File: config.mk
export PLATFORM = sky130hd
export DESIGN_NAME = mem_uart_streamer
export DESIGN_NICKNAME = d
export VERILOG_FILES = /design/src/rtl/mem_uart_streamer_pkg.sv /design/src/rtl/word_serializer.sv /design/src/rtl/mem_uart_streamer.sv
export SDC_FILE = /design/constraint.sdc
export NUM_CORES = 1
export LEC_CHECK = 0
export CAP_MARGIN = 10
export CELL_PAD_IN_SITES_DETAIL_PLACEMENT = 1
export CELL_PAD_IN_SITES_GLOBAL_PLACEMENT = 1
export CORE_MARGIN = 5
export CORE_UTILIZATION = 41
export DETAILED_ROUTE_END_ITERATION = 10
export PLACE_DENSITY = 0.84
export SLEW_MARGIN = 5
export SYNTH_ARGS = -nofsm -noshare
export SYNTH_HDL_FRONTEND = slang
export SYNTH_SLANG_ARGS = --single-unit
File: constraint.sdc
create_clock -name clk -period 6.65 [get_ports clk]
set_input_delay 1.995 -clock clk [delete_from_list [all_inputs] [get_ports clk]]
set_output_delay 1.995 -clock clk [all_outputs]
set_load 0.03 [all_outputs]
File: src/rtl/mem_uart_streamer_pkg.sv
// Shared types and constants for the memory-to-UART readback engine.
package mem_uart_streamer_pkg;

  typedef enum logic [2:0] {
    ST_IDLE,
    ST_READ,
    ST_LATCH,
    ST_SEND,
    ST_FINISH
  } state_e;

  localparam int BYTES_PER_WORD = 4;
  localparam int BYTE_IDX_W     = 2;

endpackage

File: src/rtl/word_serializer.sv
// Holds one 32-bit word and hands it to the UART stream one byte at a time
// over a stb/ack handshake; pulses last_byte_acked_o when the final byte goes.
module word_serializer
  import mem_uart_streamer_pkg::*;
#(
  parameter bit MSB_FIRST = 1'b0
) (
  input  logic        clk,
  input  logic        rst,
  input  logic        load_i,
  input  logic [31:0] word_i,
  input  logic        tx_ack_i,
  output logic [7:0]  tx_data_o,
  output logic        tx_stb_o,
  output logic        last_byte_acked_o
);

  localparam logic [BYTE_IDX_W-1:0] LAST_IDX = BYTE_IDX_W'(BYTES_PER_WORD - 1);

  logic [31:0]           word_q, word_d;
  logic [BYTE_IDX_W-1:0] idx_q, idx_d;
  logic                  stb_q, stb_d;
  logic [7:0]            data_q, data_d;
  logic                  accept;

  // Send order index -> byte lane; reversing a 2-bit index is a bitwise invert.
  function automatic logic [7:0] pick(input logic [31:0] w, input logic [BYTE_IDX_W-1:0] idx);
    logic [BYTE_IDX_W-1:0] lane;
    lane = MSB_FIRST ? ~idx : idx;
    return w[8*lane +: 8];
  endfunction

  assign accept            = stb_q & tx_ack_i;
  assign last_byte_acked_o = accept && (idx_q == LAST_IDX);

  always_comb begin
    // NOTE: every next-state signal starts from its held value so no path leaves it unassigned (no latch).
    word_d = word_q;
    idx_d  = idx_q;
    stb_d  = stb_q;
    data_d = data_q;
    if (load_i) begin
      word_d = word_i;
      idx_d  = '0;
      stb_d  = 1'b1;
      data_d = pick(word_i, '0);
    end else if (accept) begin
      if (idx_q == LAST_IDX) begin
        stb_d = 1'b0;
      end else begin
        idx_d  = idx_q + 1'b1;
        data_d = pick(word_q, idx_q + 1'b1);
      end
    end
  end

  // NOTE: sequential state is updated with non-blocking assignments only.
  always_ff @(posedge clk) begin
    if (rst) begin
      word_q <= '0;
      idx_q  <= '0;
      stb_q  <= 1'b0;
      data_q <= '0;
    end else begin
      word_q <= word_d;
      idx_q  <= idx_d;
      stb_q  <= stb_d;
      data_q <= data_d;
    end
  end

  assign tx_data_o = data_q;
  assign tx_stb_o  = stb_q;

endmodule

File: src/rtl/mem_uart_streamer.sv
// Reads a block of words from memory port b and streams each one, as four
// bytes, into the UART transmit handshake. busy lets the top level own port b.
module mem_uart_streamer
  import mem_uart_streamer_pkg::*;
#(
  parameter int ADDR_WIDTH = 16,
  parameter bit MSB_FIRST  = 1'b0
) (
  input  logic                  clk,
  input  logic                  rst,
  input  logic                  start,
  input  logic [ADDR_WIDTH-1:0] base_addr,
  input  logic [ADDR_WIDTH:0]   word_count,
  output logic                  mem_en,
  output logic                  mem_we,
  output logic [ADDR_WIDTH-1:0] mem_addr,
  input  logic [31:0]           mem_dr,
  output logic [7:0]            tx_data,
  output logic                  tx_stb,
  input  logic                  tx_ack,
  output logic                  busy,
  output logic                  done
);

  state_e                state_q;
  logic                  start_q;
  logic [ADDR_WIDTH-1:0] addr_q;
  logic [ADDR_WIDTH:0]   remaining_q;
  logic                  mem_en_q;
  logic [ADDR_WIDTH-1:0] mem_addr_q;
  logic                  busy_q;
  logic                  done_q;
  logic                  launch;
  logic                  last_byte_acked;

  assign launch = start & ~start_q;

  word_serializer #(
    .MSB_FIRST(MSB_FIRST)
  ) u_ser (
    .clk              (clk),
    .rst              (rst),
    .load_i           (state_q == ST_LATCH),
    .word_i           (mem_dr),
    .tx_ack_i         (tx_ack),
    .tx_data_o        (tx_data),
    .tx_stb_o         (tx_stb),
    .last_byte_acked_o(last_byte_acked)
  );

  // mem_en/mem_addr are loaded on entry to READ so they are valid for exactly that cycle.
  always_ff @(posedge clk) begin
    if (rst) begin
      state_q     <= ST_IDLE;
      start_q     <= 1'b0;
      addr_q      <= '0;
      remaining_q <= '0;
      mem_en_q    <= 1'b0;
      mem_addr_q  <= '0;
      busy_q      <= 1'b0;
      done_q      <= 1'b0;
    end else begin
      start_q  <= start;
      mem_en_q <= 1'b0;
      done_q   <= 1'b0;
      case (state_q)
        ST_IDLE: begin
          busy_q <= 1'b0;
          if (launch) begin
            addr_q      <= base_addr;
            remaining_q <= word_count;
            busy_q      <= 1'b1;
            if (word_count == '0) begin
              state_q <= ST_FINISH;
            end else begin
              state_q    <= ST_READ;
              mem_en_q   <= 1'b1;
              mem_addr_q <= base_addr;
            end
          end
        end
        ST_READ: state_q <= ST_LATCH;
        ST_LATCH: begin
          addr_q      <= addr_q + 1'b1;
          remaining_q <= remaining_q - 1'b1;
          state_q     <= ST_SEND;
        end
        ST_SEND: begin
          if (last_byte_acked) begin
            if (remaining_q != '0) begin
              state_q    <= ST_READ;
              mem_en_q   <= 1'b1;
              mem_addr_q <= addr_q;
            end else begin
              state_q <= ST_FINISH;
            end
          end
        end
        ST_FINISH: begin
          done_q  <= 1'b1;
          state_q <= ST_IDLE;
        end
        default: state_q <= ST_IDLE;
      endcase
    end
  end

  assign mem_en   = mem_en_q;
  assign mem_we   = 1'b0;
  assign mem_addr = mem_addr_q;
  assign busy     = busy_q;
  assign done     = done_q;

endmodule
[Yosys cells after proc, flatten, opt, wreduce, memory -nomap -nowiden]
Cells that the tools add are included.
Operators by class
  add/subtract/negate cells: 3
  eq/ne operators: 10
  shifts and indexed selects: 1
  multiplexer cells: 27
  bitwise gates (word level): 4
  reductions and logical operators: 15
Operator list (number)
  two-way mux 16 bit: 5
  one-hot mux 16 bit (2 select lines): 2
  one-hot mux 17 bit (2 select lines): 1
  indexed part select 32 x 6 -> 8 bit: 1
  two-way mux 8 bit: 3
  zero test 17 bit: 1
  two-way mux 17 bit: 1
  nonzero test 17 bit: 1
  subtractor 17 x 1 -> 17 bit, second input constant: 1
  adder 16 x 1 -> 16 bit, second input constant: 1
  two-way mux 3 bit: 4
  one-hot mux 3 bit (4 select lines): 1
  AND reduction 2 bit: 5
  two-way mux 1 bit: 9
  != test 2 bit, second input constant: 4
  nonzero test 2 bit: 4
  equality test 3 x 2 -> 1 bit, second input constant: 2
  AND reduction 5 bit: 1
  equality test 3 x 1 -> 1 bit, second input constant: 1
  equality test 3 bit, second input constant: 1
  zero test 3 bit: 1
  adder 2 x 1 -> 2 bit, second input constant: 1
  AND 1 bit: 2
  equality test 2 bit, second input constant: 1
  5 further kinds: 6
Word-level totals
  flip-flop bits (word level): 99
  output and inout bits: 29

[Depth between registers and ports, before layout]
Gate-level depths: netlist (run 1).
  word-level depth: 5
  depth in mapped cells: 8

[By module]
Synthesis (run 1) repeated with hierarchy kept, for this count alone.
Second synthesis, totals
  cells, all modules: 535
  area, all modules: 4913.5 µm²
Modules (own cells, without submodules)
  mem_uart_streamer: times used 1, cells an instance 356, area each 3010.4 µm², seq. area each 1121.1 µm²
  word_serializer: times used 1, cells an instance 179, area each 1903.1 µm², seq. area each 860.8 µm²

[Worst setup path after synthesis (run 1)]
No wires, ideal clock.
  path kind: input port to flip-flop
  start point: input start
  end point: register mem_addr_q[10], in the netlist mem_addr[10]
  library setup time: 0.058 ns
  data arrival time: 3.398 ns
  slack: 3.194 ns
  stages on the path: 6
  path buffers: 1
  path through: or4b_1 -> a21oi_1 -> o31ai_2 -> nor3b_2 -> buf_4 -> o221a_2
Between the ends
  longest elaborated chain between the ends: 3
RTL lines
  from (decl): RTL line mem_uart_streamer.sv:11  | input logic start,
  AND 1 bit: RTL line mem_uart_streamer.sv:36  | assign launch = start & ~start_q;
  != test 2 bit (no line)
  AND reduction 5 bit (no line)
  to (signal assigned): RTL line mem_uart_streamer.sv:78  | mem_addr_q <= base_addr;
  to (signal assigned): RTL line mem_uart_streamer.sv:93  | mem_addr_q <= addr_q;
  to (decl): RTL line mem_uart_streamer.sv:30  | logic [ADDR_WIDTH-1:0] mem_addr_q;
No other way between the ends.
A chain may end at the register's enable or synchronous reset.

[Worst setup path after layout (run 1)]
  start point: input start
  end point: register mem_addr_q[8], in the netlist mem_addr[8]
Same word-level chain as after synthesis.

==> results of run 1 <==
## synth_stat cells (2+ instances only)
cell	number	area [µm²]
nor2_1	23	86.33
mux4_2	8	180.2
o21ai_0	9	45.04
nand4_1	4	25.02
nor3b_2	2	25.02
a221oi_1	2	17.52
nor2b_1	2	12.51
o22a_1	16	140.1
and4_1	4	35.03
clkbuf_1	25	93.84
and3_1	6	37.54
a31oi_1	13	81.33
ha_1	3	37.54
o211ai_1	7	52.55
a2bb2oi_1	3	26.28
o221a_2	17	191.4
nor3_1	16	80.08
a21oi_1	72	360.4
dfxtp_1	99	1982
buf_4	2	15.01
mux2_2	10	112.6
inv_1	4	15.01
o311ai_0	2	17.52
buf_2	8	40.04
nand3_1	13	65.06
or3_1	14	87.58
buf_1	6	22.52
nand2_1	98	367.9
nor4_1	8	50.05
nand3b_1	2	15.01
nor4b_1	2	17.52
or4_1	2	15.01
## power by group through the flow
stage	clock (mW)	sequential, mW	combinational [mW]
floorplan	0	0.714	0.172
global placement	0	0.694	0.309
detailed placement	0	0.697	0.317
CTS	0.418	0.685	0.318
global route	0.439	0.692	0.344
finish	0.404	0.685	0.316
## layout by cell type, fill, tap and decap left out, types with 2 or more instances in the layout
master	instances
ha_1	3
a221oi_1	2
mux2_2	10
and3_1	6
a2bb2oi_1	3
nand4_1	4
o22a_1	16
nor4b_1	2
o211ai_1	7
o21ai_0	9
buf_4	4
or4_1	2
dfxtp_1	99
nand3_1	13
a21oi_1	72
inv_1	4
nand2_1	98
clkdlybuf4s50_1	95
nand3b_1	2
o221a_2	17
clkbuf_8	11
nor3_1	16
a31oi_1	13
mux4_2	8
or3_1	14
o311ai_0	2
and4_1	4
nor4_1	8
clkinv_2	2
nor2_1	22
nor2b_1	2
## routing by layer
| metal | track usage | up-vias |
|---|---|---|
| met5 | 0 | - |
| met4 | 0.05947 | 0 |
| met3 | 0.05431 | 15 |
| met2 | 0.3534 | 82 |
| met1 | 0.2553 | 2099 |
| li1 | - | 2079 |
## worst max path at each step
stage	slack (ps)	startpoint	depth (start not counted)	end
after floorplan	3190	start	6	mem_addr[10]
after global placement	2100	start	6	mem_addr[4]
after detailed placement	2080	start	6	mem_addr[9]
after CTS	2500	start	6	mem_addr[8]
after global routing	2320	start	6	mem_addr[2]
final	2460	start	6	mem_addr[8]
## cells by family after synthesis
kind of cell | share of synthesized area
compound gates | 0.2295
xor+xnor | 0.001918
fa+ha+maj | 0.008218
buf+inv | 0.04409
flops | 0.4339
mux | 0.06628
other cells | 0.0008209
simple gates | 0.2153
## sequential cells by signal (all words and copies together) (netlist names)
| register | cells |
|---|---|
| remaining_q | 17 |
| mem_addr | 16 |
| u_ser.tx_data_o | 8 |
| done | 1 |
| busy | 1 |
| addr_q | 16 |
| u_ser.tx_stb_o | 1 |
| mem_en | 1 |
| u_ser.word_q | 32 |
| state_q | 3 |
| start_q | 1 |
| u_ser.idx_q | 2 |
## worst register-to-register path, cell delays in order (launching register included)
cell and delay (ps):
dfxtp_1 570, and3b_1 780, nand2_1 640, o22a_1 380, o221a_2 260
## metrics by stage
step / hold WS (ps) / total power, mW
2_1_floorplan: 433.1 / 0.8863
3_3_place_gp: 440.7 / 1.003
3_5_place_dp: 447.9 / 1.014
4_1_cts: 461.7 / 1.421
5_1_grt: 474.3 / 1.475
6_report: 461.9 / 1.406
## layout make-up
class                   instances  share of cell area
repair buffers                100              0.1712
multi-input cells             382              0.4156
flip-flops and latches         99              0.3441
well taps                     140             0.03041
clock buffers                  12             0.02694
clock inverters                 4            0.008473
inverters                       5            0.003259
==> flow_summary.yaml, run 1 <==
hold_path:
  whs_endpoint: "u_ser.word_q[20]"
  holdPathStages: 2
  hold_start: "u_ser.word_q[20]"
  hold_class: "reg2reg"
setup_path:
  critPathMaxStageDelay_ps: 900
  critical_path_class: "in2reg"
  timing.rr.end: "mem_addr[14]"
  path_cells: "clkdlybuf4s50_1 > or4b_1 > a21oi_1 > o31ai_2 > nor3b_2 > o221a_2"
  crit_fanout: 16
  reg2reg_depth: 4
  rrSetupSlack_ps: 3910
  reg2reg_from: "state_q[0]"
  cp.arrival_ps: 4520
  slowest_stage: "nor3b_2"
  crit_family: "simple AND/OR/NAND/NOR gates"
  critPathLaunchType: "primary input"
  critPathCaptureType: "flip-flop"
  critPathBufInv: 1
  required_ps: 6980
clock_network:
  clk_pin_slew_ps: 90
  post_cts_buffers: 0
  cts_resized: 0
  clockRootBuffer: "clkbuf_8"
  clk_path_buf_depth: 2
  ctsHoldBuffers: 0
  cts_tree: "yes"
  cts_buffers: 9
  clk-insertion-delay-late_ps: 380
  clkSinkCount: 99
  htreeDepth: 3
route:
  via_per_inst: 5.761
  ant_nets: 0
  detail_route.drc_violations: 0
  drt-total-wl_um: 13530
  vias: 4275
  dr_wl_met3_um: 633
  drtIter0Drc: 239
  first_pass_iters: 4
  dr_wl_met2_um: 6695
  met1_length_um: 6037
  highest_layer: "met4"
  wl_per_cell_um: 18.24
synthesis:
  synth_nets: 600
  yosysUniqueCellTypes: 58
  ys_ff_latch: 99
  yosys_warnings: 0
  syn_inst: 528
  async_flop_share: 0
  synthFlopType: "dfxtp_1"
  syn_area_um2: 4568
  syn_avg_cell_area_um2: 8.652
  synth-edff-count: 0
  ys_seq_area_frac: 0.4339
global_routing:
  grt_pass1_wl_um: 21920
  grt_max_degree: 83
  grt_usage: 0.2061
  grt_pass1_vias: 4505
  antenna_found_initial: 0
  grt_overflow: 0
die:
  ioPinCount: 98
  dieWidth_um: 115.6
  num_rows: 38
  floorplan.die_area_um2: 13350
  coreArea_um2: 10890
  die_h_um: 115.6
  start_util: 0.4196
placed_design:
  io_buffers: 96
  place_ws_ps: 2076
  place_hpwl_um: 9317
  placed_area_um2: 5555
  dp.cells: 726
  place_congestion: 0.7994
power_and_ir_drop:
  pwr-share-seq: 0.487
  vdd_drop_max_mv: 0.2358
  p_int_uw: 978.3
  p_sw_uw: 427.4
  p_clk_frac: 0.288
  power.density_nw_per_um2: 244.1
  p_comb_frac: 0.225
  p_sw_frac: 0.3041
  leakage_nw: 2.007
layout:
  final_core_util: 0.5290
  multiInputGateArea_um2: 2394
  fin_area_um2: 5759
  fin_nets: 669
  antenna_cells: 0
  fillCellCount: 1299
  syn_to_final_growth_pct: 26.07
  regArea_um2: 1982
  drive_gt1_frac: 0.09967
  finalNonFillerCells: 742
outcome:
  status: "complete, no violations"
sta:
  skew_ps: 8.973
  max_slew_margin: 0.2528
  setup_viol: 0
  worst_slack_ps: 2460
  drv_slew: 0
  period_needed_ps: 4190
  max_freq_ghz: 0.2387
  fin_tns_setup_ps: 0
  fin_crit_sh: 0.6300
  grt_setup_unrepaired: "no"
  tightest_slew_ps: 1116
  hold_viol: 0
run:
  maxCapViolCount: 0
Note: power is estimated with default switching activity, not from simulation.
==> run 2: changes to the inputs <==
Settings changed: CORE_UTILIZATION 41 to 34, PLACE_DENSITY 0.84 to 0.74.
Clock period 6.65 ns to 3.6 ns, I/O delays scaled along.
==> run 2 against run 1 <==
  * Die area up 19%
  * Non-clock buffer count up 5
  * Sequential power up 84%
  * Worst setup slack worse by 2100 ps
  * Global-route usage down 2.7 points
  * Wire length up 4.0%
  * Core utilization down 8.0 points
  * Cell area up 2.9%
  * Sequential cell count unchanged
==> flow_summary.yaml, run 2 (synthesis gave the netlist of run 1 again) <==
sta:
  worst_slack_ps: 359.9
  skew_ps: 6.582
  grt_setup_unrepaired: "no"
  tightest_slew_ps: 1032
  hold_ws_ps: 458.6
  hold_viol: 0
  fin_crit_sh: 0.9000
  fin_tns_setup_ps: 0
  max_freq_ghz: 0.3086
  drv_slew: 0
  period_needed_ps: 3240
  setup_viol: 0
  max_slew_margin: 0.3091
global_routing:
  grt_pass1_wl_um: 23200
  grt_pass1_vias: 4666
  grt_max_degree: 43
  grt_usage: 0.1789
  grt_overflow: 0
  antenna_found_initial: 0
power_and_ir_drop:
  leakage_nw: 2.065
  power.density_nw_per_um2: 477.9
  p_total_mw: 2.833
  vdd_drop_max_mv: 0.2726
placed_design:
  place_congestion: 0.7676
  io_buffers: 96
  placed_area_um2: 5638
  place_ws_ps: 11.65
  dp.cells: 767
  place_hpwl_um: 10160
layout:
  final_core_util: 0.4493
  regArea_um2: 1982
  multiInputGateArea_um2: 2394
  top_register: "u_ser.word_q"
  fillCellCount: 1526
  syn_to_final_growth_pct: 29.75
  fin_nets: 674
  antenna_cells: 0
  largest_register_ffs: 32
  layout_common_cells: "99 x dfxtp_1, 98 x nand2_1, 95 x clkdlybuf4s50_1, 72 x a21oi_1, 22 x nor2_1"
  final_common_cell: "dfxtp_1"
  fin_area_um2: 5927
  largestRegisters: "u_ser.word_q x32, remaining_q x17"
  drive_gt1_frac: 0.1021
  finalNonFillerCells: 783
setup_path:
  required_ps: 3890
  critPathLaunchType: "primary input"
  critPathMaxStageDelay_ps: 840
  critical_path_class: "in2reg"
  path_cells: "clkdlybuf4s50_1 > or4b_1 > a21oi_1 > o31ai_2 > nor3b_2 > o221a_2"
  cp.arrival_ps: 3530
  crit_fanout: 16
  slowest_stage: "nor3b_2"
  critPathCaptureType: "flip-flop"
clock_network:
  cts_resized: 0
  cts_tree: "yes"
  post_cts_buffers: 0
  clk_pin_slew_ps: 60
  clkSinkCount: 99
  htreeDepth: 3
  ctsHoldBuffers: 0
  clk_path_buf_depth: 2
  clk-insertion-delay-late_ps: 350
  clockRootBuffer: "clkbuf_16"
  cts_buffers: 9
hold_path:
  hold_class: "reg2reg"
die:
  start_util: 0.3463
  num_rows: 42
  floorplan.die_area_um2: 15850
  coreArea_um2: 13190
  dieWidth_um: 125.9
  die_h_um: 125.9
  ioPinCount: 98
route:
  wl_per_cell_um: 17.98
  drt-total-wl_um: 14080
  ant_nets: 0
  via_per_inst: 5.512
  detail_route.drc_violations: 0
  drtIter0Drc: 302
  first_pass_iters: 6
  vias: 4316
outcome:
  status: "complete, no violations"
run:
  maxCapViolCount: 0
[run 2: changes by cell type in the layout (fill, tap and decap cells not counted)]
cell / previous run / this run
clkbuf_1: 1 / 4
clkinv_4: 1 / 0
buf_4: 4 / 9
clkinv_2: 2 / 1
clkbuf_16: 0 / 9
clkbuf_8: 11 / 1
[run 2: where the power goes]
part           switching, mW  leakage (nW)  internal [mW]  total (mW)
registers             0.0769         0.810           1.19        1.26
logic                  0.328          1.11          0.269       0.597
clock network          0.414         0.141          0.558       0.972
total                  0.819          2.07           2.01        2.83
[run 2: area by class of cell]
| cell class | count | area share |
|---|---|---|
| clock buffer | 14 | 0.04285 |
| clock inverter | 2 | 0.005911 |
| inverter | 5 | 0.003167 |
| multi-input combinational | 382 | 0.4038 |
| sequential | 99 | 0.3344 |
| tap | 176 | 0.03715 |
| timing repair buffer | 105 | 0.1727 |
[run 2: path summary, 6_finish.rpt]
path / startpoint / endpoint / slack [ps] / cells after the start
worst min register to register: busy / busy / 460 / 2
worst min-delay path: busy / busy / 460 / 2
worst max register to register: state_q[0] / mem_addr[9] / 850 / 4
worst max-delay path: start / mem_addr[5] / 360 / 6
[run 2: worst max-delay path, delay by kind of cell]
kind,cells,cell delay [ps]
AND/OR/NAND/NOR,2,1290
AO/OA/AOI/OAI,3,640
buffers and inverters,1,520
[run 2: metal layers]
metal	track usage	vias up	wire length (µm)
met2	0.3045	81	6919
met4	0.06183	0	300
met1	0.2219	2111	6410
li1	-	2099	-
met3	0.04234	25	445
met5	0	-	0
